--- config.mk ---
export PLATFORM = sky130hd
export DESIGN_NAME = mem_access_sequencer
export DESIGN_NICKNAME = d
export VERILOG_FILES = /design/src/rtl/mem_access_sequencer_pkg.sv /design/src/rtl/mem_access_sequencer_align.sv /design/src/rtl/mem_access_sequencer.sv
export SDC_FILE = /design/constraint.sdc
export NUM_CORES = 1
export LEC_CHECK = 0
export CORE_UTILIZATION = 40
export CTS_BUF_LIST = sky130_fd_sc_hd__clkbuf_4 sky130_fd_sc_hd__clkbuf_8 sky130_fd_sc_hd__clkbuf_16
export CTS_CLUSTER_SIZE = 28
export DETAILED_ROUTE_END_ITERATION = 10
export GPL_ROUTABILITY_DRIVEN = 0
export GPL_TIMING_DRIVEN = 0
export PLACE_DENSITY = 0.71
export SLEW_MARGIN = 40
export SYNTH_ARGS = -nofsm -noshare
export SYNTH_HDL_FRONTEND = slang
export SYNTH_HIERARCHICAL = 1
export SYNTH_SLANG_ARGS = --single-unit
--- constraint.sdc ---
create_clock -name clk -period 4.8 [get_ports clk]
set_input_delay 0.96 -clock clk [delete_from_list [all_inputs] [get_ports clk]]
set_output_delay 0.96 -clock clk [all_outputs]
set_load 0.01 [all_outputs]
--- src/rtl/mem_access_sequencer_pkg.sv ---
// Shared LC-3b types for the memory-stage sequencer.
// Contents: 16-bit word type, opcode encoding, the sequencer state enum,
// the mem_ack_counter constants and a byte-opcode helper.
package lc3b_types;

  typedef logic [15:0] lc3b_word;

  typedef enum logic [3:0] {
    OP_BR   = 4'h0,
    OP_ADD  = 4'h1,
    OP_LDB  = 4'h2,
    OP_STB  = 4'h3,
    OP_JSR  = 4'h4,
    OP_AND  = 4'h5,
    OP_LDR  = 4'h6,
    OP_STR  = 4'h7,
    OP_RTI  = 4'h8,
    OP_NOT  = 4'h9,
    OP_LDI  = 4'ha,
    OP_STI  = 4'hb,
    OP_JMP  = 4'hc,
    OP_SHF  = 4'hd,
    OP_LEA  = 4'he,
    OP_TRAP = 4'hf
  } lc3b_opcode;

  typedef enum logic [1:0] {
    IDLE    = 2'd0,
    ACCESS1 = 2'd1,
    ACCESS2 = 2'd2,
    DONE    = 2'd3
  } lc3b_memseq_state;

  localparam logic [1:0] MEMCNT_NONE     = 2'd0;
  localparam logic [1:0] MEMCNT_SINGLE   = 2'd1;
  localparam logic [1:0] MEMCNT_INDIRECT = 2'd2;

  function automatic logic is_byte_op(input lc3b_opcode op);
    return (op == OP_LDB) || (op == OP_STB);
  endfunction

endpackage

--- src/rtl/mem_access_sequencer_align.sv ---
// byte_lane_align: combinational byte-lane steering for data memory.
// Ports:
//   byte_op      in   1   access is a byte access (LDB/STB)
//   addr_lsb     in   1   bit 0 of the byte address
//   store_data   in  16   register value to store
//   rdata        in  16   raw read data from memory
//   byte_enable  out  2   lane enables (bit 1 = high byte)
//   wdata        out 16   write data, low byte replicated for byte stores
//   load_value   out 16   load result, selected byte zero-extended
module byte_lane_align
  import lc3b_types::*;
(
  input  logic       byte_op,
  input  logic       addr_lsb,
  input  lc3b_word   store_data,
  input  lc3b_word   rdata,
  output logic [1:0] byte_enable,
  output lc3b_word   wdata,
  output lc3b_word   load_value
);

  always_comb begin
    byte_enable = 2'b11;
    wdata       = store_data;
    load_value  = rdata;
    if (byte_op) begin
      byte_enable = addr_lsb ? 2'b10 : 2'b01;
      // Replicating the byte lets memory pick whichever lane is enabled.
      wdata       = {store_data[7:0], store_data[7:0]};
      load_value  = addr_lsb ? {8'h00, rdata[15:8]} : {8'h00, rdata[7:0]};
    end
  end

endmodule

--- src/rtl/mem_access_sequencer.sv ---
// mem_access_sequencer: LC-3b MEM-stage sequencer driving the data-memory port.
// Issues one access (LDR/STR/LDB/STB) or two (LDI/STI: pointer then data)
// and holds the pipeline with stall until the sequence finishes.
// Ports:
//   clk, reset (async, active-high)
//   start, opcode, mem_ack_counter, addr, store_data   from EX/MEM register
//   dmem_address/read/write/wdata/byte_enable         request to memory
//   dmem_resp, dmem_rdata                              response from memory
//   load_data                                          load result
//   stall, done                                        pipeline control
module mem_access_sequencer
  import lc3b_types::*;
(
  input  logic       clk,
  input  logic       reset,
  input  logic       start,
  input  lc3b_opcode opcode,
  input  logic [1:0] mem_ack_counter,
  input  lc3b_word   addr,
  input  lc3b_word   store_data,
  output lc3b_word   dmem_address,
  output logic       dmem_read,
  output logic       dmem_write,
  output lc3b_word   dmem_wdata,
  output logic [1:0] dmem_byte_enable,
  input  logic       dmem_resp,
  input  lc3b_word   dmem_rdata,
  output lc3b_word   load_data,
  output logic       stall,
  output logic       done
);

  lc3b_memseq_state state_reg, state_next;
  lc3b_opcode       op_reg;
  lc3b_word         addr_reg;
  lc3b_word         sdata_reg;
  logic [1:0]       cnt_reg;
  lc3b_word         ptr_reg;
  lc3b_word         load_reg;

  logic       accept;
  logic       capture;
  logic       lane_byte;
  logic [1:0] lane_be;
  lc3b_word   lane_wdata;
  lc3b_word   lane_load;

  assign accept = (state_reg == IDLE) && start &&
                  ((mem_ack_counter == MEMCNT_SINGLE) ||
                   (mem_ack_counter == MEMCNT_INDIRECT));

  // The second access of an indirect op is always a full word.
  assign lane_byte = (state_reg == ACCESS1) && is_byte_op(op_reg);

  byte_lane_align u_align (
    .byte_op     (lane_byte),
    .addr_lsb    (addr_reg[0]),
    .store_data  (sdata_reg),
    .rdata       (dmem_rdata),
    .byte_enable (lane_be),
    .wdata       (lane_wdata),
    .load_value  (lane_load)
  );

  always_ff @(posedge clk or posedge reset) begin
    if (reset) begin
      state_reg <= IDLE;
      op_reg    <= OP_BR;
      addr_reg  <= '0;
      sdata_reg <= '0;
      cnt_reg   <= MEMCNT_NONE;
      ptr_reg   <= '0;
      load_reg  <= '0;
    end else begin
      state_reg <= state_next;
      if (accept) begin
        op_reg    <= opcode;
        addr_reg  <= addr;
        sdata_reg <= store_data;
        cnt_reg   <= mem_ack_counter;
      end
      if ((state_reg == ACCESS1) && dmem_resp && (cnt_reg == MEMCNT_INDIRECT))
        ptr_reg <= {dmem_rdata[15:1], 1'b0};
      if (capture)
        load_reg <= lane_load;
    end
  end

  always_comb begin
    state_next       = state_reg;
    dmem_address     = '0;
    dmem_read        = 1'b0;
    dmem_write       = 1'b0;
    dmem_wdata       = '0;
    dmem_byte_enable = 2'b00;
    stall            = 1'b0;
    done             = 1'b0;
    capture          = 1'b0;
    case (state_reg)
      IDLE: begin
        if (accept) begin
          stall      = 1'b1;
          state_next = ACCESS1;
        end
      end
      ACCESS1: begin
        stall            = 1'b1;
        dmem_write       = (op_reg == OP_STR) || (op_reg == OP_STB);
        dmem_read        = !dmem_write;
        dmem_address     = lane_byte ? addr_reg : {addr_reg[15:1], 1'b0};
        dmem_byte_enable = lane_be;
        dmem_wdata       = dmem_write ? lane_wdata : '0;
        if (dmem_resp) begin
          if (cnt_reg == MEMCNT_INDIRECT) begin
            state_next = ACCESS2;
          end else begin
            capture    = dmem_read;
            state_next = DONE;
          end
        end
      end
      ACCESS2: begin
        stall            = 1'b1;
        dmem_write       = (op_reg == OP_STI);
        dmem_read        = !dmem_write;
        dmem_address     = ptr_reg;
        dmem_byte_enable = lane_be;
        dmem_wdata       = dmem_write ? lane_wdata : '0;
        if (dmem_resp) begin
          capture    = dmem_read;
          state_next = DONE;
        end
      end
      DONE: begin
        done       = 1'b1;
        state_next = IDLE;
      end
      default: state_next = IDLE;
    endcase
  end

  assign load_data = load_reg;

endmodule

Yosys cells after proc, flatten, opt, wreduce, memory -nomap -nowiden
Cells that the tools add are included.
{ "op_classes": {"reduce_logical": 13, "n_eq_ne": 13, "mux": 25} }
{ "ops": {"columns": ["operator", "n"], "rows": [
  ["16-bit 2-to-1 mux", 4],
  ["16-bit case mux with 2 select lines", 2],
  ["2-bit 2-to-1 mux", 6],
  ["2-bit == test, second input constant", 4],
  ["4-bit by 2-bit == test with 1-bit output, second input constant", 2],
  ["8-bit 2-to-1 mux", 1],
  ["1-bit case mux with 2 select lines", 4],
  ["2-bit case mux with 4 select lines", 1],
  ["1-bit 2-to-1 mux", 7],
  ["2-bit inequality test, second input constant", 3],
  ["1-bit logical AND", 5],
  ["2-bit by 1-bit == test with 1-bit output, second input constant", 2],
  ["4-bit by 3-bit == test with 1-bit output, second input constant", 1],
  ["4-bit == test, second input constant", 1],
  ["1-bit logical OR", 3],
  ["3-bit AND reduction", 1],
  ["1-bit zero test", 2],
  ["2-bit zero test", 1],
  ["2-bit OR reduction", 1]
]} }
{ "word_totals": {"regBits": 71, "in_bits": 58} }

Longest topological paths before layout
Gate-level depths: netlist (run 1).
{ "depth": {"ltp_word": 6, "mapped_depth": 8, "depth_no_buf": 7} }

Modules after synthesis
Netlist (run 1), hierarchy kept.
{ "by_module_without_submodules": {"columns": ["mod", "seq_area_each_um2", "n_inst", "area_per_inst_um2", "cells_per_inst"], "rows": [
  ["mem_access_sequencer", 1776.7, 1, 3505.9, 242],
  ["byte_lane_align", 0.0, 1, 372.9, 36]
]} }

Worst setup path after synthesis (run 1)
Ideal clock, no wire load.
{ "synth_timing": {"kind": "reg2out", "startpoint": "register state_reg[1]", "endpoint": "output dmem_wdata[13]", "t_arrival_ns": 1.788, "t_required_ns": 3.840, "stages_incl_launch_ff": 9, "slack_ns": 2.052, "path_cell_list": "dfrtp_1 > inv_1 > ha_1 > nand2b_1 > nor3b_1 > buf_6 > buf_6 > mux2_4 > and2_1"} }
{ "synth_via": {"elab_chain_cells": 5, "elab_cells_between_ends": 7, "classes_between": "eq/ne (2); mux (4); reduce/logical (1)"} }
{ "synth_lines": {"columns": ["element", "line", "source"], "rows": [
  ["from (decl)", "mem_access_sequencer.sv:33", "lc3b_memseq_state state_reg, state_next;"],
  ["from (signal assigned)", "mem_access_sequencer.sv:75", "state_reg <= state_next;"],
  ["2-bit by 1-bit == test with 1-bit output (*)", "mem_access_sequencer.sv:53", "assign lane_byte = (state_reg == ACCESS1) && is_byte_op(op_reg);"],
  ["1-bit logical AND (*)", "mem_access_sequencer.sv:53", null],
  ["via lane_byte", "mem_access_sequencer.sv:43", "logic lane_byte;"],
  ["16-bit 2-to-1 mux (*)", "mem_access_sequencer_align.sv:26", "if (byte_op) begin"],
  ["via lane_wdata[13]", "mem_access_sequencer.sv:45", "lc3b_word lane_wdata;"],
  ["16-bit 2-to-1 mux (on tied branches)", "mem_access_sequencer.sv:128, mem_access_sequencer.sv:112", null],
  ["16-bit case mux with 2 select lines (*)", "mem_access_sequencer.sv:99", "case (state_reg)"],
  ["to (decl)", "mem_access_sequencer.sv:24", "output lc3b_word dmem_wdata,"]
]} }
The timed path passes the listed nets; every way through them passes the cells marked *.

Worst setup path after layout (run 1)
{ "layout_timing": {"startpoint": "input mem_ack_counter[0]", "endpoint": "output stall"} }
{ "layout_via": {"elab_chain_cells": 5, "elab_cells_between_ends": 6, "classes_between": "eq/ne (2); mux (2); reduce/logical (2)"} }
{ "layout_lines": {"columns": ["element", "line", "source"], "rows": [
  ["from (decl)", "mem_access_sequencer.sv:18", "input logic [1:0] mem_ack_counter,"],
  ["2-bit by 1-bit == test with 1-bit output or 2-bit == test (tied branches)", "mem_access_sequencer.sv:49, mem_access_sequencer.sv:50", null],
  ["1-bit logical OR (*)", "mem_access_sequencer.sv:49", "((mem_ack_counter == MEMCNT_SINGLE) ||"],
  ["1-bit logical AND (*)", "mem_access_sequencer.sv:48", "assign accept = (state_reg == IDLE) && start &&"],
  ["1-bit 2-to-1 mux (*)", "mem_access_sequencer.sv:101", "if (accept) begin"],
  ["1-bit case mux with 2 select lines (*)", "mem_access_sequencer.sv:99", null],
  ["to (decl)", "mem_access_sequencer.sv:29", "output logic stall,"]
]} }
Every way passes the cells marked *; elsewhere a longest branch is shown, timed or not.

==> impl_metrics.env, run 1 <==
export IMPL_status="finished clean"
export IMPL_finalSetupTns_ns=0
export IMPL_placed_area_mm2=0.00518
export IMPL_fin_crit_ns=3.86
export IMPL_pwr_share_clk_pct=16.0
export IMPL_syn_nets=341
export IMPL_cp_slowest_cell="clkdlybuf4s50_1"
export IMPL_stdcell_count=535
export IMPL_rsz0062_at_grt="false"
export IMPL_cts_tree="built"
export IMPL_via_per_inst=4.83
export IMPL_async_flop_share_pct=100
export IMPL_cts_buffers_inserted=9
export IMPL_fmax_ghz=0.259
export IMPL_swShare_pct=32.8
export IMPL_crit_path_cell_trace="clkdlybuf4s50_1 > xor2_1 > and3_1 > buf_6 > buf_8 > nor2_1 > nor2_1 > clkdlybuf4s50_1"
export IMPL_hold_viol=0
export IMPL_postCtsSetupBuffers=0
export IMPL_globalRouteTotalUtil_pct=18.9
export IMPL_synth_most_common_cell="dfrtp_1"
export IMPL_std_cell_rows=35
export IMPL_final_area_mm2=0.00540
export IMPL_path_clk_slew_ns=0.07
export IMPL_yosys_area_top_type_share_pct=45.8
export IMPL_crit_path_max_incr_delay_ns=0.54
export IMPL_max_slew_margin_pct=64.7
export IMPL_synth_area_mm2=0.00388
export IMPL_arrival_ns=2.90
export IMPL_setup_viol=0
export IMPL_critPathTopFamily="buffers and inverters"
export IMPL_cts_root_buf="clkbuf_8"
export IMPL_p_int_mw=2.29
export IMPL_max_cap_violations=0
export IMPL_pwr_share_comb_pct=51.4
export IMPL_dieWidth_um=100
export IMPL_start_kind="primary input"
export IMPL_worstMarginPinSlew_ns=0.529
export IMPL_leakagePower_nw=2.31
export IMPL_drive_gt1_share_pct=31.0
export IMPL_seq_power_share_pct=32.6
export IMPL_synth_top_cells_by_count="71 x dfrtp_1, 56 x mux2_4, 23 x nor2b_1"
export IMPL_grt_pass1_wl_mm=14.3
export IMPL_cp_required_ns=3.84
export IMPL_clock_sinks=71
export IMPL_synth_seq_cells=71
export IMPL_hp_class="flip-flop to flip-flop"
export IMPL_numPortBuffers=111
export IMPL_grt_pass1_vias=2672
export IMPL_cts_resized=0
export IMPL_wl_per_cell_um=17.0
export IMPL_netSwitchingPower_mw=1.12
export IMPL_dp_hpwl_mm=6.71
export IMPL_period_share_pct=80.4
export IMPL_antenna_found_initial=0
export IMPL_drc_errors=0
export IMPL_synth_area_leaders="dfrtp_1 46%, mux2_4 22%, mux2_2 6.1%"
export IMPL_cp_num_buf_inv=4
export IMPL_clk_latency_ns=0.35
export IMPL_power_per_cell_area_mw_per_mm2=632
export IMPL_initial_core_util_pct=41.6
export IMPL_clock_skew_ns=0.00999
export IMPL_peakVddDrop_uv=339
export IMPL_cts_hold_buf=0
export IMPL_wirelength_mm=9.11
export IMPL_synth_cell_types=35
export IMPL_dp_cells=519
export IMPL_ioPinCount=112
export IMPL_drt_initial_drc_count=82
export IMPL_syn_to_final_growth_pct=39.2
export IMPL_drtAntennaViolNets=0
export IMPL_synth_edf_count=0
export IMPL_syn_area_per_cell_um2=14.0
export IMPL_nets=464
export IMPL_clock_path_buffers=2
export IMPL_seq_area_frac_synth_pct=45.8
export IMPL_yosys_most_used_dff="dfrtp_1"
export IMPL_cts_htree_levels=3
export IMPL_ys_warn_count=6
export IMPL_num_antenna_cells=0
export IMPL_yosysTopAreaCell="dfrtp_1"
export IMPL_drv_slew=0
export IMPL_syn_inst=278
export IMPL_grt_max_degree=38
export IMPL_overflow=0
export IMPL_endpoint_kind="primary output"
export IMPL_die_h_um=100
export IMPL_worstSetupPathType="primary input to primary output"
export IMPL_path_max_fanout=10
export IMPL_routed_via_count=2584
export IMPL_dr_pass1_iters=4
export IMPL_die_area_mm2=0.0101
export IMPL_core_area_mm2=0.00933
cell type report:
class                   count  area [um^2]
clock buffers              10          131
well taps                 129          161
repair buffers            112         1130
multi-input cells         178         1840
plain buffers              24          240
fillers                   778         3930
inverters                   5         23.8
clock inverters             6         92.6
flip-flops and latches     71         1780
logic make-up (layout without fill, tap and decap cells):
family,Yosys count,after routing,synth area share (%)
flip-flops,71,71,45.8
AO/OA/AOI/OAI,27,27,5.55
multiplexers,84,84,29.8
buffers and inverters,29,157,6.68
AND/OR/NAND/NOR,61,61,10.3
adder cells (fa/ha/maj),5,5,1.61
XOR/XNOR,1,1,0.226
cells in the final DEF (no fill, tap or decap), types with 4 or more instances in the layout:
master           instances
mux2_4                  56
buf_12                   5
a22oi_1                 15
nand2b_1                 4
buf_6                    5
and2_1                  18
clkdlybuf4s50_1        111
nor2b_1                 23
mux2_1                   7
dfrtp_1                 71
nor2_1                   4
clkbuf_8                 9
ha_1                     5
mux2_2                  21
buf_4                    9
final timing paths:
kind                                     startpoint                  endpoint  slack, ns  depth (start not counted)
min in group asynchronous                     reset  sdata_reg[4]$_DFFE_PP0P_       0.97                          2
setup / recovery                 mem_ack_counter[0]                     stall       0.94                          8
hold / removal               ptr_reg[1]$_DFFE_PP0P_    ptr_reg[1]$_DFFE_PP0P_       0.50                          1
max in group asynchronous                     reset  addr_reg[14]$_DFFE_PP0P_       3.32                          3
setup reg to reg           state_reg[1]$_DFFE_PP0P_  load_data[5]$_DFFE_PP0P_       2.57                          8
hold reg to reg              ptr_reg[1]$_DFFE_PP0P_    ptr_reg[1]$_DFFE_PP0P_       0.50                          1
metal layers:
metal | share of wire, % | track usage (%) | routed length, um | up-vias
met5 | 0 | 0 | 0 | -
met4 | 1.5 | 6.35 | 133 | 0
met3 | 3.0 | 3.05 | 272 | 12
met2 | 49 | 31.3 | 4470 | 58
met1 | 46 | 25.2 | 4230 | 1309
li1 | - | - | - | 1205
power by group through the flow:
| stage | clock [mW] | sequential [mW] | combinational [mW] |
|---|---|---|---|
| final | 0.544 | 1.11 | 1.76 |
| after CTS | 0.553 | 1.11 | 1.78 |
| after floorplan | 0 | 1.09 | 1.12 |
| after global placement | 0 | 1.10 | 1.74 |
| after detailed placement | 0 | 1.12 | 1.77 |
| after global routing | 0.577 | 1.15 | 1.89 |
per-stage QoR:
step                      setup WS, ns  util (%)  hold WS (ns)  power [mW]
after floorplan                   2.04         -         0.465        2.22
after detailed placement         0.945      55.5         0.484        2.89
after global placement           0.794      55.2         0.476        2.84
after CTS                        0.932      57.9         0.507        3.44
after global routing             0.794      57.9         0.520        3.61
final                            0.939      57.9         0.503        3.41
No activity file was read; power rests on OpenSTA's default activity.
==> run 2, diff against run 1 <==
--- a/config.mk
+++ b/config.mk
@@ -11,7 +11,7 @@
 export DETAILED_ROUTE_END_ITERATION = 10
 export GPL_ROUTABILITY_DRIVEN = 0
 export GPL_TIMING_DRIVEN = 0
-export PLACE_DENSITY = 0.71
+export PLACE_DENSITY = 0.74
 export SLEW_MARGIN = 40
 export SYNTH_ARGS = -nofsm -noshare
 export SYNTH_HDL_FRONTEND = slang
==> constraint.sdc (replaced) <==
create_clock -name clk -period 3.4 [get_ports clk]
set_input_delay 0.68 -clock clk [delete_from_list [all_inputs] [get_ports clk]]
set_output_delay 0.68 -clock clk [all_outputs]
set_load 0.01 [all_outputs]
==> impl_metrics.env, run 2 (same netlist as run 1, synthesis figures left out) <==
export IMPL_path_max_fanout=10
export IMPL_cp_required_ns=2.72
export IMPL_crit_path_max_incr_delay_ns=0.47
export IMPL_max_slew_margin_pct=67.2
export IMPL_leakagePower_nw=2.36
export IMPL_setup_viol=0
export IMPL_initial_core_util_pct=41.6
export IMPL_cts_tree="built"
export IMPL_total_power_mw=4.71
export IMPL_antenna_found_initial=0
export IMPL_cts_htree_levels=3
export IMPL_grt_pass1_wl_mm=15.0
export IMPL_dieWidth_um=100
export IMPL_grt_max_degree=42
export IMPL_clk_latency_ns=0.36
export IMPL_syn_to_final_growth_pct=40.0
export IMPL_pwr_share_comb_pct=53.6
export IMPL_start_kind="flip-flop"
export IMPL_drc_errors=0
export IMPL_fmax_ghz=0.302
export IMPL_seq_power_share_pct=33.4
export IMPL_num_antenna_cells=0
export IMPL_hold_viol=0
export IMPL_critPathTopFamily="buffers and inverters"
export IMPL_routed_via_count=2608
export IMPL_std_cell_rows=35
export IMPL_clock_path_buffers=2
export IMPL_endpoint_kind="primary output"
export IMPL_stdcell_count=540
export IMPL_dr_pass1_iters=4
export IMPL_whs_ns=0.502
export IMPL_crit_path_cell_trace="inv_2 > ha_1 > nand2b_4 > nor3b_4 > buf_6 > buf_6 > mux2_4 > and2_1 > clkdlybuf4s50_1"
export IMPL_grt_pass1_vias=2858
export IMPL_worstSetupPathType="flip-flop to primary output"
export IMPL_drv_slew=0
export IMPL_globalRouteTotalUtil_pct=19.7
export IMPL_clock_sinks=71
export IMPL_path_common_cell="buf_6"
export IMPL_via_per_inst=4.83
export IMPL_setup_slack_ns=0.0911
export IMPL_cts_buffers_inserted=9
export IMPL_worstMarginPinSlew_ns=0.492
export IMPL_finish_utilization_pct=58.2
export IMPL_nFillCells=781
export IMPL_layout_commonest_cell="clkdlybuf4s50_1"
export IMPL_max_cap_violations=0
export IMPL_clock_skew_ns=0.0123
export IMPL_place_ws_ns=0.0399
export IMPL_wl_per_cell_um=17.3
export IMPL_wirelength_mm=9.36
export IMPL_cts_hold_buf=0
export IMPL_path_clk_slew_ns=0.08
export IMPL_swShare_pct=33.9
export IMPL_die_area_mm2=0.0101
export IMPL_drtAntennaViolNets=0
export IMPL_drive_gt1_share_pct=33.3
export IMPL_drt_initial_drc_count=34
export IMPL_cts_root_buf="clkbuf_8"
export IMPL_fin_crit_ns=3.31
export IMPL_status="finished clean"
export IMPL_dp_cells=519
export IMPL_nets=469
export IMPL_die_h_um=100
export IMPL_arrival_ns=2.63
export IMPL_cp_slowest_cell="clkdlybuf4s50_1"
export IMPL_p_int_mw=3.11
export IMPL_most_common_layout_cells="109 x clkdlybuf4s50_1, 71 x dfrtp_1, 56 x mux2_4"
export IMPL_dp_hpwl_mm=6.83
export IMPL_ioPinCount=112
export IMPL_netSwitchingPower_mw=1.60
export IMPL_pwr_share_clk_pct=13.0
export IMPL_period_share_pct=97.3
export IMPL_cp_num_buf_inv=4
export IMPL_overflow=0
export IMPL_hp_class="flip-flop to flip-flop"
export IMPL_core_area_mm2=0.00933
export IMPL_peakVddDrop_uv=398
export IMPL_power_per_cell_area_mw_per_mm2=868
export IMPL_numPortBuffers=111
[run 2: changes by cell type in the layout (fill, tap and decap cells not counted), moves of 2 or more]
cell	change
clkdlybuf4s50_1	-2
clkinv_4	+2
dlymetal6s2s_1	+2
inv_1	-2
buf_4	+4
inv_2	+2
clkinv_2	+3
bufinv_16	-2
[run 2: through the flow]
| step | instance area, um^2 | TNS [ns] |
|---|---|---|
| final | 5430 | 0 |
| after global routing | 5430 | -0.0179 |
| after CTS | 5390 | 0 |
| after detailed placement | 5180 | 0 |
| after global placement | 5150 | -21.61 |
| after floorplan | 3880 | 0 |
[run 2: final timing paths]
check / startpoint / depth (start not counted) / to / slack [ns]
max: state_reg[1]$_DFFE_PP0P_ / 9 / dmem_wdata[13] / 0.09
min: ptr_reg[7]$_DFFE_PP0P_ / 1 / ptr_reg[7]$_DFFE_PP0P_ / 0.50
max reg2reg: state_reg[1]$_DFFE_PP0P_ / 10 / load_data[3]$_DFFE_PP0P_ / 1.14
min reg2reg: ptr_reg[7]$_DFFE_PP0P_ / 1 / ptr_reg[7]$_DFFE_PP0P_ / 0.50
max in group asynchronous: reset / 3 / ptr_reg[15]$_DFFE_PP0P_ / 2.22
min in group asynchronous: reset / 2 / load_data[14]$_DFFE_PP0P_ / 0.65
[run 2: what timing repair did]
item | in CTS | in global routing
gates resized for setup | 1 | 10
pin swaps | 0 | 2
setup buffers | 3 | 2
endpoints found under the setup margin | 9 | 15
[run 2: layout make-up]
cell class              count  area [um^2]  share of cell area [%]
plain buffers              24          241                    4.45
well taps                 129          161                    2.97
clock buffers               9          124                    2.28
repair buffers            117         1190                    21.8
multi-input cells         178         1870                    34.4
flip-flops and latches     71         1780                    32.7
inverters                   5         23.8                   0.438
clock inverters             7         48.8                   0.898
[run 2: worst reg2reg max path, stage by stage, from the launching register on]
cell      delay, ns
dfrtp_1        0.43
inv_2          0.10
ha_1           0.23
nand2b_4       0.10
nor3b_4        0.22
buf_6          0.15
buf_12         0.11
buf_4          0.13
nand2_8        0.10
mux2_4         0.32
mux2_4         0.26
[run 2: layer usage]
layer / track usage (%) / part of all wire, % / vias up
met4: 6.58 / 1.3 / 0
met5: 0 / 0 / -
li1: - / - / 1215
met2: 33.5 / 49 / 93
met1: 24.5 / 44 / 1288
met3: 4.92 / 5.7 / 12
[run 2: power by group through the flow]
stage | Sequential [mW] | Combinational, mW | Clock (mW)
CTS | 1.57 | 2.53 | 0.627
global placement | 1.56 | 2.44 | 0
finish | 1.57 | 2.53 | 0.611
floorplan | 1.54 | 1.58 | 0
detailed placement | 1.58 | 2.50 | 0
global route | 1.63 | 2.71 | 0.663
==> run 3, diff against run 2 <==
--- a/config.mk
+++ b/config.mk
@@ -5,13 +5,15 @@
 export SDC_FILE = /design/constraint.sdc
 export NUM_CORES = 1
 export LEC_CHECK = 0
-export CORE_UTILIZATION = 40
+export CORE_UTILIZATION = 43
 export CTS_BUF_LIST = sky130_fd_sc_hd__clkbuf_4 sky130_fd_sc_hd__clkbuf_8 sky130_fd_sc_hd__clkbuf_16
 export CTS_CLUSTER_SIZE = 28
 export DETAILED_ROUTE_END_ITERATION = 10
 export GPL_ROUTABILITY_DRIVEN = 0
 export GPL_TIMING_DRIVEN = 0
-export PLACE_DENSITY = 0.74
+export HOLD_SLACK_MARGIN = 0.1
+export PLACE_DENSITY = 0.78
+export REMOVE_ABC_BUFFERS = 1
 export SLEW_MARGIN = 40
 export SYNTH_ARGS = -nofsm -noshare
 export SYNTH_HDL_FRONTEND = slang
==> impl_metrics.env, run 3 (same netlist as run 1, synthesis figures left out) <==
export IMPL_leakagePower_nw=2.28
export IMPL_wl_per_cell_um=17.2
export IMPL_max_slew_margin_pct=49.3
export IMPL_grt_max_degree=48
export IMPL_endpoint_kind="primary output"
export IMPL_clk_latency_ns=0.34
export IMPL_cp_num_buf_inv=4
export IMPL_status="finished clean"
export IMPL_cp_required_ns=2.72
export IMPL_dp_hpwl_mm=5.89
export IMPL_grt_use_met3_pct=5.20
export IMPL_rsz0062_at_grt="true"
export IMPL_netSwitchingPower_mw=1.56
export IMPL_setup_viol=0
export IMPL_max_cap_violations=0
export IMPL_pwr_share_comb_pct=51.5
export IMPL_overflow=0
export IMPL_drive_gt1_share_pct=32.0
export IMPL_routed_via_count=2540
export IMPL_numPortBuffers=111
export IMPL_worstMarginPinSlew_ns=0.759
export IMPL_grt_pass1_wl_mm=14.0
export IMPL_stdcell_count=502
export IMPL_most_common_layout_cells="110 x clkdlybuf4s50_1, 69 x dfrtp_1, 56 x mux2_4"
export IMPL_dr_pass1_iters=4
export IMPL_peakVddDrop_uv=385
export IMPL_crit_path_max_incr_delay_ns=0.47
export IMPL_crit_path_cell_trace="inv_2 > ha_4 > nand2b_2 > nor3b_4 > buf_6 > buf_4 > nand2_8 > and2_1 > clkdlybuf4s50_1"
export IMPL_layout_commonest_cell="clkdlybuf4s50_1"
export IMPL_drt_initial_drc_count=48
export IMPL_clock_sinks=71
export IMPL_cts_root_buf="clkbuf_8"
export IMPL_arrival_ns=2.58
export IMPL_via_per_inst=5.06
export IMPL_period_share_pct=95.8
export IMPL_cp_slowest_cell="clkdlybuf4s50_1"
export IMPL_dieWidth_um=97.0
export IMPL_grt_pass1_vias=2782
export IMPL_use_met2_pct=33.6
export IMPL_p_int_mw=3.20
export IMPL_final_area_mm2=0.00532
export IMPL_drc_errors=0
export IMPL_path_max_fanout=9
export IMPL_antenna_found_initial=0
export IMPL_path_clk_slew_ns=0.08
export IMPL_cts_buffers_inserted=9
export IMPL_whs_ns=0.500
export IMPL_ioPinCount=112
export IMPL_finish_utilization_pct=61.0
export IMPL_grt_util_met1_pct=22.6
export IMPL_clock_path_buffers=2
export IMPL_seq_power_share_pct=33.0
export IMPL_cts_htree_levels=3
export IMPL_nets=452
export IMPL_fin_crit_ns=3.26
export IMPL_power_per_cell_area_mw_per_mm2=894
export IMPL_wirelength_mm=8.63
export IMPL_pwr_share_clk_pct=15.5
export IMPL_placed_area_mm2=0.00497
export IMPL_die_h_um=97.0
export IMPL_std_cell_rows=34
export IMPL_clock_skew_ns=0.0117
export IMPL_cts_tree="built"
export IMPL_hp_class="flip-flop to flip-flop"
export IMPL_globalRouteTotalUtil_pct=19.2
export IMPL_worstSetupPathType="flip-flop to primary output"
export IMPL_core_area_mm2=0.00872
export IMPL_critPathTopFamily="buffers and inverters"
export IMPL_fmax_ghz=0.307
export IMPL_die_area_mm2=0.00940
export IMPL_nFillCells=667
export IMPL_hold_viol=0
export IMPL_start_kind="flip-flop"
export IMPL_swShare_pct=32.8
export IMPL_initial_core_util_pct=44.5
export IMPL_drtAntennaViolNets=0
export IMPL_grt_busiest_layer="met2"
export IMPL_num_antenna_cells=0
export IMPL_dp_cells=478
export IMPL_drv_slew=0
export IMPL_syn_to_final_growth_pct=37.3
-- run 3: cell types whose count changed in the layout (fill, tap and decap cells not counted), moves of 3 or more --
cell    change
buf_4       -6
buf_12      -4
ha_1        -3
ha_4        +3
-- run 3: layout make-up --
| cell class | instances | area, um^2 | area share, % |
|---|---|---|---|
| well taps | 108 | 135 | 2.54 |
| flip-flops and latches | 71 | 1780 | 33.4 |
| clock inverters | 7 | 95.1 | 1.79 |
| multi-input cells | 178 | 1900 | 35.7 |
| clock buffers | 9 | 124 | 2.33 |
| inverters | 5 | 23.8 | 0.447 |
| repair buffers | 124 | 1270 | 23.8 |
-- run 3: routing by layer --
metal / vias to the layer above / wire (um)
li1: 1175 / -
met1: 1262 / 3760
met2: 91 / 4250
met3: 12 / 463
met4: 0 / 159
met5: - / 0
-- run 3: final timing paths --
kind                                               start                        end  slack [ns]  cells past startpoint
worst max register to register  state_reg[0]$_DFFE_PP0P_  load_data[13]$_DFFE_PP0P_        1.08                      5
min in group asynchronous                          reset   sdata_reg[0]$_DFFE_PP0P_        0.66                      2
worst min register to register    ptr_reg[8]$_DFFE_PP0P_     ptr_reg[8]$_DFFE_PP0P_        0.50                      1
max in group asynchronous                          reset    ptr_reg[10]$_DFFE_PP0P_        2.23                      3
worst min-delay path              ptr_reg[8]$_DFFE_PP0P_     ptr_reg[8]$_DFFE_PP0P_        0.50                      1
worst max-delay path            state_reg[1]$_DFFE_PP0P_        dmem_byte_enable[0]        0.14                      9
-- run 3: what timing repair did --
action / 4_1_cts / 5_1_grt
gates resized for setup: 8 / 6
endpoints found under the setup margin: 21 / 19
pin swaps: 2 / 3
hold buffers: 0 / 0
buffers inserted: 5 / 3
-- run 3: power groups by stage --
stage | Sequential (mW) | Combinational, mW | Clock, mW
2_1_floorplan | 1.54 | 1.43 | 0
3_3_place_gp | 1.54 | 2.27 | 0
3_5_place_dp | 1.57 | 2.34 | 0
4_1_cts | 1.57 | 2.45 | 0.761
5_1_grt | 1.63 | 2.61 | 0.790
6_report | 1.57 | 2.45 | 0.739
-- run 3: through the flow --
step / setup slack [ns] / setup TNS, ns / power (mW)
2_1_floorplan: -0.677 / -9.18 / 2.97
3_3_place_gp: -2.63 / -97.83 / 3.81
3_5_place_dp: -0.246 / -1.84 / 3.92
4_1_cts: 0.0229 / 0 / 4.78
5_1_grt: 0.00167 / 0 / 5.03
6_report: 0.144 / 0 / 4.76
